**src/rtl/can_bit_timing.sv**
```systemverilog
// CAN bit-timing and sampling stage: synchronises the RX pin, divides clk into
// time quanta, and places one sample strobe per bit with hard sync and SJW-limited resync.
//
// state    | meaning
// ST_SYNC  | sync segment, 1 tq; tx_point marks its first cycle
// ST_TSEG1 | prop + phase1; its final tick is the sample point (lengthened by ext)
// ST_TSEG2 | phase2; shortened by shr, or cut off by an early-edge restart
module can_bit_timing #(
  parameter int PRESC_W = 8
) (
  input  logic               clk,
  input  logic               reset,
  input  logic               enable,
  input  logic [PRESC_W-1:0] brp,
  input  logic [3:0]         tseg1,
  input  logic [2:0]         tseg2,
  input  logic [1:0]         sjw,
  input  logic               hard_sync_en,
  input  logic               rx_in,
  output logic               bit_out,
  output logic               can_clk_en,
  output logic               tx_point
);

  typedef enum logic [1:0] {
    ST_SYNC  = 2'd0,
    ST_TSEG1 = 2'd1,
    ST_TSEG2 = 2'd2
  } state_t;

  state_t             state, state_nxt;
  logic               rx_meta, rx_sync, rx_prev;
  logic [PRESC_W-1:0] presc, presc_nxt;
  logic [4:0]         tq_cnt, tq_cnt_nxt;
  logic [2:0]         ext, ext_nxt;
  logic [2:0]         shr, shr_nxt;
  logic               resync_done, resync_done_nxt;
  logic               bit_nxt, can_clk_en_nxt, tx_point_nxt;

  logic               edge_fall, tq_tick, hard_sync, resync, restart;
  logic [2:0]         sjw_tq;
  logic [4:0]         k_plus1, n_remain;

  assign edge_fall = rx_prev & ~rx_sync;
  assign tq_tick   = (presc == brp);
  assign sjw_tq    = {1'b0, sjw} + 3'd1;
  assign hard_sync = edge_fall & hard_sync_en;
  assign resync    = edge_fall & ~hard_sync_en & ~resync_done & bit_out;
  assign k_plus1   = tq_cnt + 5'd1;
  // Quanta left in phase2 including the current one.
  assign n_remain  = {2'b00, tseg2} + 5'd1 - tq_cnt;

  always_comb begin
    state_nxt       = state;
    presc_nxt       = tq_tick ? '0 : presc + PRESC_W'(1);
    tq_cnt_nxt      = tq_cnt;
    ext_nxt         = ext;
    shr_nxt         = shr;
    resync_done_nxt = resync_done;
    bit_nxt         = bit_out;
    can_clk_en_nxt  = 1'b0;
    tx_point_nxt    = 1'b0;
    restart         = 1'b0;

    if (hard_sync) begin
      restart         = 1'b1;
      resync_done_nxt = 1'b0;
    end else if (resync) begin
      resync_done_nxt = 1'b1;
      case (state)
        ST_TSEG1: ext_nxt = (k_plus1 < {2'b00, sjw_tq}) ? k_plus1[2:0] : sjw_tq;
        ST_TSEG2: begin
          if (n_remain <= {2'b00, sjw_tq}) begin
            restart      = 1'b1;
            tx_point_nxt = 1'b1;
          end else begin
            shr_nxt = sjw_tq;
          end
        end
        default: ;
      endcase
    end

    // The freshly computed ext/shr take effect on a tick in the same cycle.
    if (restart) begin
      presc_nxt  = '0;
      state_nxt  = ST_TSEG1;
      tq_cnt_nxt = '0;
      ext_nxt    = '0;
      shr_nxt    = '0;
    end else if (tq_tick) begin
      case (state)
        ST_SYNC: begin
          state_nxt  = ST_TSEG1;
          tq_cnt_nxt = '0;
        end
        ST_TSEG1: begin
          if (tq_cnt == {1'b0, tseg1} + {2'b00, ext_nxt}) begin
            state_nxt       = ST_TSEG2;
            tq_cnt_nxt      = '0;
            bit_nxt         = rx_sync;
            can_clk_en_nxt  = 1'b1;
            ext_nxt         = '0;
            shr_nxt         = '0;
            resync_done_nxt = 1'b0;
          end else begin
            tq_cnt_nxt = k_plus1;
          end
        end
        ST_TSEG2: begin
          if (tq_cnt + {2'b00, shr_nxt} == {2'b00, tseg2}) begin
            state_nxt    = ST_SYNC;
            tq_cnt_nxt   = '0;
            tx_point_nxt = 1'b1;
          end else begin
            tq_cnt_nxt = k_plus1;
          end
        end
        default: state_nxt = ST_SYNC;
      endcase
    end
  end

  always_ff @(posedge clk or negedge reset) begin
    if (!reset) begin
      rx_meta     <= 1'b1;
      rx_sync     <= 1'b1;
      rx_prev     <= 1'b1;
      state       <= ST_SYNC;
      presc       <= '0;
      tq_cnt      <= '0;
      ext         <= '0;
      shr         <= '0;
      resync_done <= 1'b0;
      bit_out     <= 1'b1;
      can_clk_en  <= 1'b0;
      tx_point    <= 1'b0;
    end else if (!enable) begin
      rx_meta     <= 1'b1;
      rx_sync     <= 1'b1;
      rx_prev     <= 1'b1;
      state       <= ST_SYNC;
      presc       <= '0;
      tq_cnt      <= '0;
      ext         <= '0;
      shr         <= '0;
      resync_done <= 1'b0;
      bit_out     <= 1'b1;
      can_clk_en  <= 1'b0;
      tx_point    <= 1'b0;
    end else begin
      rx_meta     <= rx_in;
      rx_sync     <= rx_meta;
      rx_prev     <= rx_sync;
      state       <= state_nxt;
      presc       <= presc_nxt;
      tq_cnt      <= tq_cnt_nxt;
      ext         <= ext_nxt;
      shr         <= shr_nxt;
      resync_done <= resync_done_nxt;
      bit_out     <= bit_nxt;
      can_clk_en  <= can_clk_en_nxt;
      tx_point    <= tx_point_nxt;
    end
  end

endmodule

```
**config.mk**
```make
export PLATFORM = sky130hd
export DESIGN_NAME = can_bit_timing
export DESIGN_NICKNAME = d
export VERILOG_FILES = /design/src/rtl/can_bit_timing.sv
export SDC_FILE = /design/constraint.sdc
export NUM_CORES = 1
export LEC_CHECK = 0
export ABC_AREA = 1
export BUFFER_PORTS_ARGS = -buffer_cell sky130_fd_sc_hd__buf_4
export CAP_MARGIN = 0
export CORE_MARGIN = 2
export CORE_UTILIZATION = 53
export CTS_CLUSTER_DIAMETER = 120
export DETAILED_ROUTE_END_ITERATION = 10
export MAX_ROUTING_LAYER = met4
export PLACE_DENSITY = 0.73
export RECOVER_POWER = 50
export SYNTH_ARGS = -nofsm -noshare
export SYNTH_HDL_FRONTEND = slang
export SYNTH_SLANG_ARGS = --single-unit
export TNS_END_PERCENT = 1
```
**constraint.sdc**
```tcl
create_clock -name clk -period 11.89 [get_ports clk]
set_clock_uncertainty 0.2 [all_clocks]
set_input_delay 2.378 -clock clk [delete_from_list [all_inputs] [get_ports clk]]
set_output_delay 2.378 -clock clk [all_outputs]
set_load 0.1 [all_outputs]
```
==> out/results.tsv, run 1 <==
stage	metric	value	unit
cells_and_area	multi_input_area	0.001399	mm2
power_and_ir_drop	power_leakage	1.377	nW
power_and_ir_drop	vdd.ir_drop.worst	0.00006380	V
sta	slew_violations	0	
grt	top_usage_layer	met2	
sta	whs	0.3028	ns
grt	grtUsageMet2	0.3407	
cells_and_area	postLayoutCoreUtil	0.6081	
outcome	outcome	completed	
cells_and_area	stdcell_count	388	
cells_and_area	fill_cells	397	
synth	syn_inst	310	
die	rows	24	
worst_setup_path	worst_path_most_repeated_cell	nand2_1	
cells_and_area	drive_gt1_frac	0.1726	
routing	avgRoutedWirePerCell	11.97	um
worst_setup_path	cp_top_family	adder cells	
die	initial_core_util	0.5463	
clock_tree	hold_buffers	0	
placement	portBuffers	24	
grt	antenna_found_initial	0	
synth	synth_nets	358	
synth	synth_edf_count	0	
clock_tree	numCtsBuffers	3	
synth	syn_area_per_cell	7.568	um2
routing	postRouteAntennaNets	0	
worst_setup_path	arrival	6.28	ns
sta	finalSetupViolCount	0	
clock_tree	htreeDepth	1	
worst_setup_path	crit_path_start_kind	input pin	
grt	grtUsageMet3	0.03561	
clock_tree	path_clk_slew	0.09	ns
sta	worst_slack	5.583	ns
worst_setup_path	crit_start	tseg2[1]	
routing	drtPass1Iterations	4	
die	core	0.004294	mm2
power_and_ir_drop	p_per_area	93.99	mW/mm2
placement	dp_slack	5.309	ns
cells_and_area	fin_nets	385	
grt	grt_pass1_vias	1916	
worst_setup_path	r2r-start	tq_cnt[1]	
placement	gp_congestion	0.8498	
clock_tree	clockRootBuffer	clkbuf_8	
sta	max_slew_margin	0.01001	
cells_and_area	seq_area	705.7	um2
die	die_height	70.53	um
sta	clock.fmax	0.1586	GHz
worst_setup_path	required	11.86	ns
worst_setup_path	reg2reg_depth	26	
synth	ys_top_cells_by_area	dfrtp_1 (26%), nand2_1 (13%), ha_1 (12%), inv_1 (8.0%), nand3_1 (6.2%)	
sta	rsz0062_at_grt	no	
cells_and_area	antenna_cells	0	
synth	synth_top_area_cell	dfrtp_1	
clock_tree	clock_latency	0.28	ns
routing	first_iter_violations	123	
synth	yosys_warnings	0	
sta	final.period_utilization	0.5304	
grt	grt_pass1_wl	8.335	mm
worst_setup_path	cp_slowest_stage_delay	0.47	ns
synth	seq_area_frac_synth	0.3008	
worst_setup_path	critPathCaptureType	flip-flop	
routing	route.detailed.drc	0	
clock_tree	cts_setup_buffers	0	
synth	ys_seq_elements	28	
worst_setup_path	crit_cells	28	
die	die_width	70.53	um
placement	dp_cells	384	
synth	synth.cell_area	0.002346	mm2
worst_setup_path	worstPathMaxFanout	6	
min_path	holdPathStages	2	
min_path	min_from	rx_sync	
sta	hold_violations	0	
routing	vias	1939	
routing	routed_wl	4.646	mm
grt	grt-ovfl-total	0	
synth	ys.flop_type	dfrtp_1	
grt	use_met1	0.2887	
sta	final.min_clock_period	6.307	ns
synth	netlist.area_leader.share	0.2560	
cells_and_area	fin_area	0.002611	mm2
worst_setup_path	crit_slowest_cell	fa_1	
flow_run	max_cap_viol_count	0	
sta	setup_tns	0	ns
cells_and_area	area_growth	11.31	%
clock_tree	cts_sinks	28	
min_path	min_path_type	flip-flop to flip-flop	
die	ios	25	
die	die_area	0.004974	mm2
placement	placed_area	0.002564	mm2
clock_tree	cts_resized	0	
placement	hpwl	3.814	mm
worst_setup_path	critPathKind	input pin to flip-flop	
routing	avgViaCountPerCell	4.997	
clock_tree	cts_tree	built	
synth	synth_cell_types	32	
synth	postSynth.asyncResetShare	1.000	
power_and_ir_drop	power	245.4	uW
grt	track_usage	0.2150	
clock_tree	cts_buffer_depth	2	
worst_setup_path	path_buf_inv	5	
sta	tightest_slew	1.485	ns
grt	grt_max_degree	29	
==> metal layers <==
metal | up-vias | wire, um
met2 | 40 | 2232
met3 | 5 | 269
met5 | - | 0
met4 | 0 | 51
met1 | 868 | 2093
li1 | 1026 | -
==> path summary, 6_finish.rpt <==
path,end,slack [ns]
setup / recovery,state[0],5.58
hold / removal,rx_prev,0.30
setup reg to reg,state[0],7.26
hold reg to reg,rx_prev,0.30
max in group asynchronous,state[0],8.39
min in group asynchronous,state[1],2.24
==> state kept, by name (all words and copies together) (netlist names) <==
| signal | flops |
|---|---|
| rx_sync | 1 |
| can_clk_en | 1 |
| ext | 3 |
| presc | 8 |
| rx_prev | 1 |
| tq_cnt | 5 |
| rx_meta | 1 |
| state | 2 |
| shr | 3 |
| bit_out | 1 |
| resync_done | 1 |
| tx_point | 1 |
==> power by group <==
group	total, mW	internal [mW]	leakage [nW]	switching (mW)
Clock	0.0582	0.0297	0.0288	0.0286
Combinational	0.0817	0.0316	0.975	0.0501
Sequential	0.105	0.100	0.373	0.00521
Total	0.245	0.162	1.38	0.0839
==> area by class of cell <==
| class | count | share of cell area |
|---|---|---|
| Multi-Input combinational cell | 225 | 0.5357 |
| Sequential cell | 28 | 0.2702 |
| Inverter | 55 | 0.08194 |
| Timing Repair Buffer | 24 | 0.06612 |
| Tap cell | 52 | 0.02492 |
| Clock buffer | 4 | 0.02108 |
==> layout by cell type, fill, tap and decap left out <==
cell | synthesis | final
nand2_1 | 83 | 83
inv_1 | 50 | 50
nand3_1 | 29 | 29
dfrtp_1 | 24 | 24
ha_1 | 23 | 23
buf_4 | 1 | 22
nor2_1 | 19 | 19
xnor2_1 | 12 | 12
xor2_1 | 8 | 8
a21oi_1 | 8 | 8
o21ai_1 | 6 | 6
inv_2 | 4 | 4
nand2_2 | 4 | 4
nor2_2 | 4 | 4
o21ai_0 | 4 | 4
dfstp_2 | 4 | 4
clkbuf_8 | 0 | 4
a21oi_2 | 3 | 3
nand4_1 | 3 | 3
fa_1 | 3 | 3
nand3_2 | 2 | 2
nand2_4 | 2 | 2
nor3b_2 | 2 | 2
o211ai_1 | 2 | 2
or2_2 | 2 | 2
clkbuf_1 | 0 | 2
nor2_4 | 1 | 1
nand3_4 | 1 | 1
inv_8 | 1 | 1
and3_1 | 1 | 1
nor3_2 | 1 | 1
or2_0 | 1 | 1
nor3_4 | 1 | 1
==> synth_stat cells, types with 3 or more instances <==
master and number:
inv_1 50, nand3_1 29, o21ai_1 6, a21oi_1 8, fa_1 3, nand2_1 83
xor2_1 8, nor2_2 4, a21oi_2 3, nor2_1 19, nand2_2 4, inv_2 4
nand4_1 3, o21ai_0 4, dfrtp_1 24, dfstp_2 4, ha_1 23, xnor2_1 12
==> worst reg2reg max path, delay by kind of cell (launching register included) <==
kind | cells | cell delay (ns)
xor+xnor | 1 | 0.16
buf+inv | 3 | 0.18
fa+ha+maj | 6 | 1.98
flops | 1 | 0.50
compound gates | 3 | 0.41
simple gates | 13 | 1.09
==> logic make-up (layout without fill, tap and decap cells) <==
family,after synthesis,in the layout,synth area share
and+or+nand+nor,156,156,0.3173
AOI/OAI and AO/OA,23,23,0.05600
xor gates and xnor gates,20,20,0.07467
DFF,28,28,0.3008
adders and majority gates,26,26,0.1483
buffers and inverters,57,83,0.1029
Note: power is estimated with default switching activity, not from simulation.
==> run 2: changes to the inputs <==
Settings changed: PLACE_DENSITY 0.73 to 0.76.
Clock period 11.89 ns to 5.1 ns, I/O delays scaled along.
==> run 2 against run 1 <==
Compared with the run above:
- clock power rose by 100%
- first-iteration DRC count fell by 7.3%
- die area did not move
- worst setup slack got worse by 5.2 ns
- global-route usage fell by 0.87 points
- non-clock buffer count rose by 2
- core utilization rose by 0.47 points
- combinational power rose by 140%
- via count fell by 1.3%
==> out/results.tsv, run 2 (same netlist as run 1, synthesis figures left out) <==
stage	metric	value	unit
outcome	outcome	completed	
clock_tree	path_clk_slew	0.09	ns
worst_setup_path	worstPathMaxFanout	6	
grt	grt-ovfl-total	0	
sta	rsz0062_at_grt	no	
cells_and_area	antenna_cells	0	
sta	final.min_clock_period	4.756	ns
cells_and_area	largest_register_ffs	8	
clock_tree	htreeDepth	1	
min_path	min_path_type	flip-flop to flip-flop	
routing	avgRoutedWirePerCell	11.73	um
die	initial_core_util	0.5463	
die	die_height	70.53	um
placement	dp_cells	386	
grt	grt_pass1_vias	1845	
worst_setup_path	r2r-start	tq_cnt[0]	
sta	final.period_utilization	0.9326	
grt	antenna_found_initial	0	
routing	avgViaCountPerCell	4.908	
cells_and_area	seq_area	705.7	um2
placement	gp_congestion	0.9052	
cells_and_area	fin_nets	387	
worst_setup_path	cp-endpoint	state[0]	
clock_tree	cts_setup_buffers	0	
cells_and_area	area_growth	12.16	%
die	die_area	0.004974	mm2
cells_and_area	top_regs	presc x8, tq_cnt x5	
cells_and_area	layout_common_cells	nand2_1 (82), inv_1 (50), nand3_1 (29)	
worst_setup_path	required	5.07	ns
clock_tree	clockRootBuffer	clkbuf_8	
sta	hold_violations	0	
routing	drtPass1Iterations	4	
power_and_ir_drop	p_per_area	212.2	mW/mm2
clock_tree	clock_latency	0.27	ns
cells_and_area	max_flop_register	presc	
sta	slew_violations	0	
die	core	0.004294	mm2
die	ios	25	
cells_and_area	drive_gt1_frac	0.1805	
die	die_width	70.53	um
worst_setup_path	critPathCaptureType	flip-flop	
routing	vias	1914	
sta	whs	0.2798	ns
cells_and_area	multi_input_area	0.001414	mm2
worst_setup_path	crit_start	tseg2[1]	
sta	clock.fmax	0.2103	GHz
flow_run	max_cap_viol_count	0	
worst_setup_path	rrSetupSlack	0.69	ns
sta	finalSetupViolCount	0	
routing	route.detailed.drc	0	
placement	portBuffers	24	
clock_tree	cts_buffer_depth	2	
sta	max_slew_margin	0.03518	
clock_tree	cts_tree	built	
routing	first_iter_violations	114	
worst_setup_path	crit_path_start_kind	input pin	
routing	postRouteAntennaNets	0	
worst_setup_path	arrival	4.73	ns
clock_tree	numCtsBuffers	3	
grt	grt_pass1_wl	8.128	mm
worst_setup_path	r2r_end	state[0]	
cells_and_area	fill_cells	405	
grt	track_usage	0.2063	
die	rows	24	
grt	grt_max_degree	29	
power_and_ir_drop	power_leakage	1.383	nW
worst_setup_path	reg2reg_depth	26	
cells_and_area	final_common_cell	nand2_1	
power_and_ir_drop	vdd.ir_drop.worst	0.0001737	V
worst_setup_path	critPathKind	input pin to flip-flop	
cells_and_area	stdcell_count	390	
sta	tightest_slew	1.447	ns
power_and_ir_drop	power	558.2	uW
routing	routed_wl	4.576	mm
placement	hpwl	3.734	mm
clock_tree	cts_sinks	28	
-- run 2: cell types whose count changed in the layout (fill, tap and decap cells not counted) --
cell	change
buf_4	+2
clkbuf_1	+1
clkbuf_8	-1
ha_1	-1
ha_4	+1
nand2_1	-1
nand2_2	+1
-- run 2: repair_timing --
action                     CTS  global route
gates resized for setup      0             2
setup endpoints to repair    0             2
hold buffers                 0             0
-- run 2: worst min-delay path by stage --
stage / cells after the start / end / slack (ns) / startpoint
floorplan: 2 / rx_prev / 0.26 / rx_sync
global route: 2 / rx_prev / 0.31 / rx_sync
global placement: 2 / rx_prev / 0.27 / rx_sync
CTS: 2 / rx_prev / 0.28 / rx_sync
detailed placement: 2 / rx_prev / 0.27 / rx_sync
finish: 2 / rx_prev / 0.28 / rx_sync
-- run 2: area by class of cell --
type                       count  share of cell area
multi-input combinational    225              0.5373
sequential                    28              0.2682
inverter                      55             0.08131
timing repair buffer          26             0.07133
tap                           52             0.02473
clock buffer                   4             0.01712
-- run 2: per-stage QoR --
stage	util	area (um2)	setup slack, ns	TNS, ns
after floorplan	-	2346	0.3283	0
after global placement	0.6005	2579	0.1178	0
after detailed placement	0.6005	2579	-0.03225	-0.05286
after CTS	0.6110	2624	0.2565	0
after global routing	0.6128	2631	0.06147	0
final	0.6128	2631	0.3439	0
-- run 2: where the power goes --
part | internal (mW) | switching [mW]
logic | 0.0772 | 0.116
registers | 0.234 | 0.0126
clock network | 0.0559 | 0.0632
-- run 2: routing by layer --
layer  wire length [um]  GRT usage  up-vias
met3                181    0.02991        4
met4                 19    0.02096        0
met1               2205     0.2855      855
li1                   -          -     1023
met2               2170     0.3386       32
met5                  0          -        -
-- run 2: worst max-delay path: stages --
cell     delay [ns]
buf_4          0.09
inv_1          0.04
ha_1           0.26
inv_1          0.04
ha_1           0.21
fa_1           0.54
ha_4           0.23
a21oi_2        0.11
nand2_1        0.07
a21oi_2        0.14
nand2_1        0.08
nand2_2        0.10
nand2_1        0.05
o21ai_0        0.10
inv_1          0.07
ha_1           0.19
inv_1          0.07
fa_1           0.42
xor2_1         0.16
nand2_1        0.06
nor2_1         0.16
nand3_1        0.10
nand2_1        0.06
nand2_1        0.07
nand2_1        0.10
nand2_1        0.07
nand2_1        0.07
nand2_1        0.05
